[config.mk]
export PLATFORM = sky130hd
export DESIGN_NAME = prog_loader
export DESIGN_NICKNAME = d
export VERILOG_FILES = /design/src/rtl/prog_loader.sv
export SDC_FILE = /design/constraint.sdc
export NUM_CORES = 1
export LEC_CHECK = 0
export ABC_AREA = 0
export BUFFER_PORTS_ARGS = -buffer_cell sky130_fd_sc_hd__buf_2
export CAP_MARGIN = 10
export CORE_MARGIN = 8
export CORE_UTILIZATION = 31
export DETAILED_ROUTE_END_ITERATION = 12
export PLACE_DENSITY_LB_ADDON = 0.15
export SLEW_MARGIN = 15
export SYNTH_ARGS = -nofsm -noshare
export SYNTH_HDL_FRONTEND = slang
export SYNTH_SLANG_ARGS = --single-unit
[constraint.sdc]
create_clock -name clk -period 1.89 [get_ports clk]
set_input_delay 0.2835 -clock clk [delete_from_list [all_inputs] [get_ports clk]]
set_output_delay 0.2835 -clock clk [all_outputs]
set_load 0.005 [all_outputs]
[src/rtl/prog_loader.sv]
// prog_loader
//   Byte-stream program loader. Receives a framed image
//   (SYNC_BYTE, LEN, LEN data bytes[, CSUM]) and writes the data bytes into
//   the instruction memory. The CPU is held in reset (cpu_hold=1) until a
//   complete, verified image has been stored.
//
//   Optional feature: define LOADER_CHECKSUM_EN to require a trailing CSUM
//   byte such that (LEN + sum(data) + CSUM) mod 256 == 0. When the macro is
//   undefined there is no CSUM byte and no checksum logic.
//
// Ports:
//   clk        in   system clock
//   reset      in   synchronous active-high reset
//   in_data    in   incoming byte
//   in_valid   in   in_data is valid
//   in_ready   out  loader can accept a byte (combinational from state/reset)
//   mem_we     out  instruction-memory write strobe, one cycle per byte
//   mem_addr   out  write address
//   mem_wdata  out  write data
//   cpu_hold   out  drives cpu_top.reset; 1 holds the CPU
//   done       out  image loaded; sticky until reset
//   err        out  last frame failed; sticky until the next accepted sync
//   err_code   out  1 = checksum, 2 = timeout, 3 = zero length, 0 when no err
module prog_loader #(
  parameter int          ADDR_W    = 8,
  parameter logic [7:0]  SYNC_BYTE = 8'hA5,
  parameter int          TIMEOUT   = 1000
) (
  input  logic              clk,
  input  logic              reset,
  input  logic [7:0]        in_data,
  input  logic              in_valid,
  output logic              in_ready,
  output logic              mem_we,
  output logic [ADDR_W-1:0] mem_addr,
  output logic [7:0]        mem_wdata,
  output logic              cpu_hold,
  output logic              done,
  output logic              err,
  output logic [1:0]        err_code
);

  localparam int TMO_W = $clog2(TIMEOUT + 1);

  localparam logic [1:0] ERR_CSUM = 2'd1;
  localparam logic [1:0] ERR_TMO  = 2'd2;
  localparam logic [1:0] ERR_LEN0 = 2'd3;

  typedef enum logic [2:0] {
    S_IDLE,
    S_LEN,
    S_DATA,
    S_CSUM,
    S_DONE
  } state_t;

  state_t              state_q, state_d;
  logic [ADDR_W-1:0]   cnt_q, cnt_d;       // next write address
  logic [7:0]          rem_q, rem_d;       // data bytes still expected
  logic [TMO_W-1:0]    tmo_q, tmo_d;       // idle cycles inside a frame
  logic                mem_we_q, mem_we_d;
  logic [ADDR_W-1:0]   mem_addr_q, mem_addr_d;
  logic [7:0]          mem_wdata_q, mem_wdata_d;
  logic                err_q, err_d;
  logic [1:0]          err_code_q, err_code_d;
`ifdef LOADER_CHECKSUM_EN
  logic [7:0]          sum_q, sum_d;       // running LEN + data sum, mod 256
  logic [7:0]          sum_next;
`endif

  logic xfer;

  assign in_ready  = !reset && (state_q != S_DONE);
  assign xfer      = in_valid && in_ready;

  assign mem_we    = mem_we_q;
  assign mem_addr  = mem_addr_q;
  assign mem_wdata = mem_wdata_q;
  assign done      = (state_q == S_DONE);
  assign cpu_hold  = !done;
  assign err       = err_q;
  assign err_code  = err_code_q;

`ifdef LOADER_CHECKSUM_EN
  assign sum_next = sum_q + in_data;
`endif

  always_comb begin
    // NOTE: every signal driven here gets a default first, so no path can
    // leave one unassigned and infer a latch.
    state_d     = state_q;
    cnt_d       = cnt_q;
    rem_d       = rem_q;
    tmo_d       = tmo_q;
    mem_we_d    = 1'b0;
    mem_addr_d  = mem_addr_q;
    mem_wdata_d = mem_wdata_q;
    err_d       = err_q;
    err_code_d  = err_code_q;
`ifdef LOADER_CHECKSUM_EN
    sum_d       = sum_q;
`endif

    unique case (state_q)
      S_IDLE: begin
        tmo_d = '0;
        if (xfer && (in_data == SYNC_BYTE)) begin
          state_d    = S_LEN;
          err_d      = 1'b0;
          err_code_d = 2'd0;
`ifdef LOADER_CHECKSUM_EN
          sum_d      = 8'd0;
`endif
        end
      end

      S_LEN, S_DATA, S_CSUM: begin
        if (xfer) begin
          // A transfer always wins over a timeout in the same cycle.
          tmo_d = '0;
          unique case (state_q)
            S_LEN: begin
              rem_d = in_data;
              cnt_d = '0;
`ifdef LOADER_CHECKSUM_EN
              sum_d = sum_next;
`endif
              if (in_data == 8'd0) begin
                state_d    = S_IDLE;
                err_d      = 1'b1;
                err_code_d = ERR_LEN0;
              end else begin
                state_d = S_DATA;
              end
            end
            S_DATA: begin
              mem_we_d    = 1'b1;
              mem_addr_d  = cnt_q;
              mem_wdata_d = in_data;
              cnt_d       = cnt_q + 1'b1;
              rem_d       = rem_q - 8'd1;
`ifdef LOADER_CHECKSUM_EN
              sum_d       = sum_next;
              if (rem_q == 8'd1) state_d = S_CSUM;
`else
              if (rem_q == 8'd1) state_d = S_DONE;
`endif
            end
`ifdef LOADER_CHECKSUM_EN
            S_CSUM: begin
              if (sum_next == 8'd0) begin
                state_d = S_DONE;
              end else begin
                state_d    = S_IDLE;
                err_d      = 1'b1;
                err_code_d = ERR_CSUM;
              end
            end
`endif
            default: ;
          endcase
        end else if (tmo_q == TMO_W'(TIMEOUT - 1)) begin
          // This idle edge is the TIMEOUT-th one in a row.
          state_d    = S_IDLE;
          tmo_d      = '0;
          err_d      = 1'b1;
          err_code_d = ERR_TMO;
        end else begin
          tmo_d = tmo_q + 1'b1;
        end
      end

      S_DONE: ;

      default: state_d = S_IDLE;
    endcase
  end

  always_ff @(posedge clk) begin
    // NOTE: all state, including the counters and the output registers, is
    // reset so that an abandoned frame leaves nothing behind.
    if (reset) begin
      state_q     <= S_IDLE;
      cnt_q       <= '0;
      rem_q       <= 8'd0;
      tmo_q       <= '0;
      mem_we_q    <= 1'b0;
      mem_addr_q  <= '0;
      mem_wdata_q <= 8'd0;
      err_q       <= 1'b0;
      err_code_q  <= 2'd0;
`ifdef LOADER_CHECKSUM_EN
      sum_q       <= 8'd0;
`endif
    end else begin
      // NOTE: non-blocking assignments so every flop samples the values from
      // before this edge, independent of statement order.
      state_q     <= state_d;
      cnt_q       <= cnt_d;
      rem_q       <= rem_d;
      tmo_q       <= tmo_d;
      mem_we_q    <= mem_we_d;
      mem_addr_q  <= mem_addr_d;
      mem_wdata_q <= mem_wdata_d;
      err_q       <= err_d;
      err_code_q  <= err_code_d;
`ifdef LOADER_CHECKSUM_EN
      sum_q       <= sum_d;
`endif
    end
  end

endmodule
## After elaboration in Yosys (flattened, before gate mapping)

Index checks and enable logic that the tools add are counted.

- Flip-flop bits (word level): 49
- Latch bits: 0
- Memory bits (writable): 0
- Memory bits (read-only): 0
- Output and inout bits: 23
- Logic and storage cells: 69
- Memories: 0

- Add/sub/neg operators: 3
- Multipliers: 0
- Divide/modulo/power cells: 0
- Order comparisons: 0
- Equal/unequal tests: 14
- Shift operators: 0
- Mux-type cells: 25
- Bitwise gates (word level): 3
- Reduce and logical (&&, ||, !) cells: 15

Operator list:

| kind | count |
|---|---|
| $pmux 8 s2 | 2 |
| $mux 10 | 2 |
| $pmux 10 s2 | 1 |
| $mux 2 | 6 |
| $mux 3 | 4 |
| $ne 3x3->1 const B | 4 |
| $add 10x1->10 const B | 1 |
| $eq 10x10->1 const B | 1 |
| $reduce_and 5->1 | 2 |
| $pmux 3 s3 | 1 |
| $add 8x1->8 const B | 1 |
| $eq 8x1->1 const B | 1 |
| $eq 8x8->1 const B | 1 |
| $logic_not 8->1 | 1 |
| $ne 4x4->1 const B | 2 |
| $sub 8x1->8 const B | 1 |
| $eq 3x2->1 const B | 2 |
| $mux 1 | 6 |
| $pmux 3 s2 | 1 |
| $reduce_and 3->1 | 2 |
| $reduce_or 3->1 | 2 |
| $pmux 2 s2 | 1 |
| $reduce_bool 2->1 | 2 |
| $eq 3x1->1 const B | 1 |
| 7 further kinds | 12 |

## Longest topological paths before layout

Gate-level depths: netlist (run 1).

- Word-level depth: 6
- Mapped depth: 7
- Mapped depth without buffers: 6

## Worst setup path before layout (run 1)

OpenSTA, ideal clock, no wires.

- Path type: in2reg
- Start point: input in_data[3]
- End point: register err_code_q[0], in the netlist err_code[0]
- Setup time: 0.121 ns
- Arrival: 1.719 ns
- Data required time: 1.769 ns
- Path slack: 0.050 ns
- Stages: 5
- Cells stage by stage: or4_4 -> nand2b_4 -> a21o_1 -> a211o_1 -> mux2_4

- Cells in the longest elaborated chain, start to end: 4
- Elaborated cells on any way between the ends: 6
- Classes of those cells: eq/ne (3); reduce/logical (3)

Ends and longest elaborated chain:

| what | RTL line | source |
|---|---|---|
| start: declaration | 31 | `input logic [7:0] in_data,` |
| $eq 8x8->1 | 107 | `if (xfer && (in_data == SYNC_BYTE)) begin` |
| $logic_and 1x1->1 | 107 |  |
| $ne 2x2->1 (no line) | -- |  |
| $reduce_and 5->1 (no line) * | -- |  |
| end signal: assignment | 206 | `err_code_q <= err_code_d;` |
| end: declaration | 65 | `logic [1:0] err_code_q, err_code_d;` |

Mark *: on every way between the ends. The rest lies on a longest branch, timed or not.
A chain may end at the register's enable or synchronous reset.

## Worst setup path in the final report (run 1)

- Start point: register tmo_q[3]
- End point: register err_code_q[0], in the netlist err_code[0]

- Cells in the longest elaborated chain, start to end: 3

Ends and longest elaborated chain:

| what | RTL line | source |
|---|---|---|
| start: declaration | 60 | `logic [TMO_W-1:0] tmo_q, tmo_d;` |
| start signal: assignment | 201 | `tmo_q <= tmo_d;` |
| $eq 10x10->1 | 162 | `end else if (tmo_q == TMO_W'(TIMEOUT - 1)) begin` |
| $ne 3x3->1 (no line) | -- |  |
| $reduce_and 5->1 (no line) | -- |  |

Every way passes these cells.

==> results of run 1 <==
metal layers:
layer / part of all wire / global-route usage
met1: 0.50 / 0.168
met2: 0.45 / 0.199
met3: 0.040 / 0.0296
met4: 0.015 / 0.0401
met5: 0 / 0
worst paths after layout:
| path | from | to | slack (ps) | cells after the start |
|---|---|---|---|---|
| max | tmo_q[3] | err_code[0] | 110 | 5 |
| min | in_data[7] | mem_wdata[7] | 260 | 3 |
| max reg2reg | tmo_q[3] | err_code[0] | 110 | 5 |
| min reg2reg | mem_wdata[6] | mem_wdata[6] | 460 | 2 |
critical path, delay by kind of cell, from the launching register on:
family / cells / cell delay [ps]
and+or+nand+nor: 2 / 640
DFF: 1 / 320
AOI/OAI and AO/OA: 2 / 420
muxes: 1 / 300
state kept, by name, summed over array words and instances (netlist names):
name,cells
mem_addr,8
mem_we,1
state_q,3
tmo_q,10
err_code,1
cnt_q,8
rem_q,8
err,1
mem_wdata,8
power by group:
group	leakage (nW)	switching [mW]	internal [mW]
clock network	0.0434	0.366	0.297
registers	0.388	0.0332	1.05
logic	0.716	0.285	0.271
total	1.15	0.683	1.62
metrics by stage:
stage	power, mW	cells	utilization	setup WS (ps)	TNS [ps]
floorplan	1.41	287	-	49.7	0
global placement	1.65	439	0.387	-105	-105
detailed placement	1.65	439	0.387	-139	-213
CTS	2.31	447	0.401	79.6	0
global route	2.45	447	0.405	-6.17	-8.24
finish	2.30	447	0.405	108	0
cell type report:
class / count / area [sq um]
clock buffer: 6 / 82.6
clock inverter: 2 / 15.0
fill: 788 / 4250
inverter: 9 / 33.8
multi-input combinational: 214 / 1220
sequential: 48 / 962
tap: 99 / 124
timing repair buffer: 69 / 448
cells by family after synthesis:
family                     after synthesis
and+or+nand+nor                        126
AOI/OAI and AO/OA                       81
DFF                                     48
buffers and inverters                   25
adders and majority gates                4
muxes                                    3
layout by cell type (no fill, tap or decap), types with 7 or more instances in the layout:
master and count:
o21ai_0 17, nor3_1 7, dfxtp_1 47, buf_2 33
a21oi_1 37, a311oi_1 7, nor2_1 24, nand2_1 52
inv_1 8, buf_4 35
what timing repair did:
item	in CTS	in global routing
pin swaps	0	2
endpoints found under the setup margin	1	6
gates cloned	0	0
gates resized for setup	1	5
==> insert_results.sql, run 1 <==
INSERT INTO impl_metrics (metric_group, metric, value, unit) VALUES
('place', 'port_buffers', '33', ''),
('pwr', 'static_leakage', '1.15', 'nW'),
('sta', 'max_slew_margin', '0.690', ''),
('yosys', 'async_reset_ff_frac', '0', ''),
('pwr', 'power_density', '797', 'mW/mm^2'),
('yosys', 'mappedNetlistNets', '302', ''),
('yosys', 'ys_seq_elements', '48', ''),
('floorplan', 'design.core.area', '0.00714', 'sq mm'),
('yosys', 'synth.top_cells.by_area', 'dfxtp_1 43%, nand2_1 8.6%, a21oi_1 8.2%', ''),
('sta', 'worst_tran_pin_value', '465', 'ps'),
('yosys', 'syn-instance-count', '287', ''),
('yosys', 'synthSimpleGateAreaFrac', '0.275', ''),
('cells_and_area', 'finish.net_count', '362', ''),
('setup_path', 'cp-start-kind', 'flop', ''),
('pwr', 'peakVddDrop', '294', 'uV'),
('floorplan', 'initial_util', '0.316', ''),
('route', 'detailedRoute.firstPassIterationCount', '4', ''),
('yosys', 'synth-xor-area-share', '0', ''),
('flow_run', 'max-cap-violations', '0', ''),
('place', 'gp_congestion', '0.789', ''),
('sta', 'timing.final.max_slew_violations', '0', ''),
('floorplan', 'floorplan.die.height', '101', 'microns'),
('yosys', 'post_synth_fa_ha_maj_area_fraction', '0.0222', ''),
('clock_network', 'cts_inserted_buffers', '5', ''),
('yosys', 'syn_area', '0.00226', 'sq mm'),
('yosys', 'synth.avg_cell_area', '7.87', 'sq um'),
('setup_path', 'crit_fanout', '3', ''),
('global_routing', 'largest_net_degree_at_the_start_of_global_routing', '41', ''),
('global_routing', 'number_of_global_route_vias_before_repair', '2181', ''),
('clock_network', 'clock-sinks', '48', ''),
('yosys', 'synth.lib_cells_used.distinct', '46', ''),
('sta', 'hold_slack_final', '258', 'ps'),
('yosys', 'netlist.top_cell.by_area', 'dfxtp_1', ''),
('route', 'via_per_instance_ratio', '4.92', ''),
('clock_network', 'post_cts_buffers', '0', ''),
('route', 'detail-route-antenna-nets', '0', ''),
('yosys', 'synth_edf_count', '0', ''),
('floorplan', 'die_area', '0.0103', 'sq mm'),
('clock_network', 'tritoncts', 'done', ''),
('floorplan', 'number_of_top_level_pins', '34', ''),
('global_routing', 'wire_length_of_the_first_global_routing_pass', '10.6', 'mm'),
('yosys', 'combinational_family_with_the_most_area_after_synthesis', 'simple AND/OR/NAND/NOR gates', ''),
('global_routing', 'total_track_usage', '0.127', ''),
('route', 'via_total_after_detailed_routing', '2201', ''),
('hold_path', 'worst_hold_path_type', 'input port to flop', ''),
('setup_path', 'worst_setup_path_end_kind', 'flop', ''),
('floorplan', 'fp-row-count', '31', ''),
('route', 'drt-wirelength-per-cell', '13.7', 'microns'),
('yosys', 'dominantRegCellSynth', 'dfxtp_1', ''),
('run_status', 'outcome', 'finished, final reports clean', ''),
('place', 'dpl_cell_area', '0.00276', 'sq mm'),
('sta', 'final.setup_skew', '16.3', 'ps'),
('yosys', 'synthMuxAreaShare', '0.0161', ''),
('cells_and_area', 'layout-drive-gt1-share', '0.267', ''),
('sta', 'finalHoldViolCount', '0', ''),
('clock_network', 'cts-root-to-sink-buffers', '2', ''),
('route', 'drc', '0', ''),
('clock_network', 'holdBufCountCts', '0', ''),
('yosys', 'yosys-top-cells-count', '52 x nand2_1, 48 x dfxtp_1, 37 x a21oi_1', ''),
('floorplan', 'die_width', '101', 'microns'),
('setup_path', 'worst_path_largest_cell_delay', '420', 'ps'),
('cells_and_area', 'total_non_filler_cell_area_in_the_finished_layout', '0.00289', 'sq mm'),
('clock_network', 'htree_levels', '2', ''),
('setup_path', 'critical_path_at', '1990', 'ps'),
('cells_and_area', 'area_growth_syn_to_layout', '28.0', '%'),
('global_routing', 'global_route.overflow_total', '0', ''),
('setup_path', 'startpoint_to_endpoint_class_of_the_critical_path', 'flop to flop', ''),
('clock_network', 'clock_latency', '310', 'ps'),
('sta', 'post-route-period-util', '0.943', ''),
('yosys', 'synth_most_common_cell', 'nand2_1', ''),
('setup_path', 'cp_data_required_time', '2100', 'ps');
(Power assumes the default switching activity.)
==> inputs of run 2 (changes only) <==
- CORE_UTILIZATION: 31 -> 49
==> insert_results.sql, run 2 (synthesized netlist as in run 1, its figures left out) <==
INSERT INTO impl_metrics (metric_group, metric, value, unit) VALUES
('setup_path', 'regToRegSetupSlack', '90', 'ps'),
('setup_path', 'cp-start-kind', 'flop', ''),
('run_status', 'outcome', 'finished, final reports clean', ''),
('global_routing', 'number_of_global_route_vias_before_repair', '2119', ''),
('setup_path', 'cp_data_required_time', '2080', 'ps'),
('sta', 'grt_setup_unrepaired', 'no', ''),
('route', 'via_per_instance_ratio', '5.57', ''),
('clock_network', 'tritoncts', 'done', ''),
('sta', 'max_slew_margin', '0.641', ''),
('setup_path', 'worst_reg_to_reg_path_cell_count', '5', ''),
('pwr', 'share_clk_of_total_power', '0.346', ''),
('cells_and_area', 'multi_input_combinational_cell_area', '0.00120', 'sq mm'),
('floorplan', 'number_of_top_level_pins', '34', ''),
('cells_and_area', 'finish.net_count', '357', ''),
('pwr', 'swShare', '0.259', ''),
('pwr', 'static_leakage', '1.11', 'nW'),
('floorplan', 'die_area', '0.00704', 'sq mm'),
('route', 'drt-wirelength-per-cell', '13.9', 'microns'),
('place', 'gp_congestion', '0.879', ''),
('hold_path', 'worst_hold_depth', '3', ''),
('floorplan', 'fp-row-count', '24', ''),
('setup_path', 'crit_fanout', '5', ''),
('setup_path', 'worst_setup_path_end_kind', 'flop', ''),
('route', 'routed-wl-met2', '2.66', 'mm'),
('pwr', 'peakVddDrop', '546', 'uV'),
('floorplan', 'initial_util', '0.515', ''),
('sta', 'post-route-period-util', '0.953', ''),
('cells_and_area', 'max_flop_register', 'tmo_q', ''),
('route', 'detail_route.iter0.violations', '78', ''),
('hold_path', 'worst_hold_path_type', 'input port to flop', ''),
('floorplan', 'die_width', '83.9', 'microns'),
('clock_network', 'htree_levels', '2', ''),
('place', 'place_hpwl', '3.92', 'mm'),
('route', 'detailedRoute.firstPassIterationCount', '4', ''),
('route', 'met3WireLength', '251', 'microns'),
('sta', 'final_setup_violations', '0', ''),
('clock_network', 'cts_root_buffer', 'clkbuf_8', ''),
('pwr', 'power_density', '886', 'mW/mm^2'),
('sta', 'worst_tran_pin_value', '538', 'ps'),
('global_routing', 'grt_antenna_before_repair', '0', ''),
('route', 'via_total_after_detailed_routing', '2196', ''),
('pwr', 'power.combinational.fraction', '0.216', ''),
('sta', 'timing.final.max_slew_violations', '0', ''),
('pwr', 'net-switching-power', '0.639', 'mW'),
('pwr', 'seq_power_share', '0.439', ''),
('pwr', 'internal_power', '1.83', 'mW'),
('cells_and_area', 'fill_cells', '402', ''),
('cells_and_area', 'area_growth_syn_to_layout', '23.5', '%'),
('setup_path', 'critical_path_at', '1990', 'ps'),
('sta', 'final.setup_skew', '5.09', 'ps'),
('global_routing', 'wire_length_of_the_first_global_routing_pass', '9.57', 'mm'),
('setup_path', 'startpoint_to_endpoint_class_of_the_critical_path', 'flop to flop', ''),
('cells_and_area', 'layout.cells.most_common', 'nand2_1', ''),
('cells_and_area', 'layout-drive-gt1-share', '0.246', ''),
('sta', 'achievable_clock_frequency', '555', 'MHz'),
('place', 'port_buffers', '33', ''),
('floorplan', 'design.core.area', '0.00438', 'sq mm'),
('route', 'routed_wirelength', '5.48', 'mm'),
('route', 'top_layer_used', 'met4', ''),
('sta', 'finalHoldViolCount', '0', ''),
('clock_network', 'clock_latency', '290', 'ps'),
('clock_network', 'clock-sinks', '48', ''),
('route', 'detail-route-antenna-nets', '0', ''),
('global_routing', 'largest_net_degree_at_the_start_of_global_routing', '47', ''),
('floorplan', 'floorplan.die.height', '83.9', 'microns'),
('cells_and_area', 'fin_util', '0.636', ''),
('flow_run', 'max-cap-violations', '0', ''),
('clock_network', 'cts-root-to-sink-buffers', '2', ''),
('route', 'wirelength_met1', '2.55', 'mm'),
('global_routing', 'global_route.overflow_total', '0', ''),
('place', 'placed_cells_incl_taps', '386', ''),
('cells_and_area', 'antenna_diodes', '0', ''),
('clock_network', 'cts_inserted_buffers', '5', ''),
('route', 'drc', '0', ''),
('cells_and_area', 'layout.cells.non_filler', '394', ''),
('clock_network', 'cts.reportedPaths.clkPinSlew', '90', 'ps'),
('cells_and_area', 'layout_common_cells', '52 x nand2_1, 48 x dfxtp_1, 37 x a21oi_1', ''),
('cells_and_area', 'largest_reg_flops', '10', ''),
('cells_and_area', 'footprint_of_the_flip_flops_and_latches', '961', 'sq um'),
('global_routing', 'total_track_usage', '0.157', ''),
('sta', 'layout_min_cycle_time', '1800', 'ps');
[run 2: changes by cell type in the layout (fill, tap and decap cells not counted), sizes merged]
cell,before,now
bufinv,0,2
clkbuf,6,5
clkinvlp,2,0
buf,69,64
[run 2: power by group through the flow]
stage               logic, mW  clock network (mW)  registers (mW)
floorplan               0.298                   0            1.11
global placement        0.519                   0            1.10
detailed placement      0.525                   0            1.11
CTS                     0.528               0.877            1.08
global route            0.592               0.910            1.09
finish                  0.533               0.854            1.08
[run 2: cell type report]
type / count / share of cell area
multi-input cells: 214 / 0.431
flip-flops and latches: 48 / 0.345
repair buffers: 64 / 0.143
clock buffers: 5 / 0.0247
well taps: 52 / 0.0233
clock inverters: 2 / 0.0215
inverters: 9 / 0.0121
[run 2: final timing paths]
check                  to   startpoint
max           err_code[0]     tmo_q[4]
max reg2reg   err_code[0]     tmo_q[4]
min          mem_wdata[4]   in_data[4]
min reg2reg   mem_addr[3]  mem_addr[3]
[run 2: what timing repair did]
action                     in CTS  in global routing
gates resized for setup         0                  2
setup endpoints to repair       0                  3
hold buffers                    0                  0
setup buffers                   0                  1
[run 2: worst max-delay path, stage by stage (launching register included)]
cell and delay, ps:
dfxtp_1 350, or3b_1 390, nor3_2 190, o22ai_1 150, a211o_1 320, mux2_4 300
[run 2: metal layers]
| metal | vias to the layer above | GRT usage |
|---|---|---|
| met3 | 2 | 0.0391 |
| met4 | 0 | 0.0565 |
| li1 | 1127 | - |
| met5 | - | 0 |
| met1 | 1024 | 0.185 |
| met2 | 43 | 0.268 |
[run 2: metrics by stage]
step | total power, mW | TNS, ps | hold slack, ps | cell area (sq um) | setup WS (ps)
after CTS | 2.49 | 0 | 237 | 2770 | 93.7
after floorplan | 1.41 | 0 | 419 | 2260 | 49.7
after global routing | 2.59 | 0 | 244 | 2790 | 46.2
after global placement | 1.62 | -96.2 | 440 | 2650 | -96.2
after detailed placement | 1.63 | -115 | 443 | 2650 | -106
final | 2.47 | 0 | 243 | 2790 | 88.7
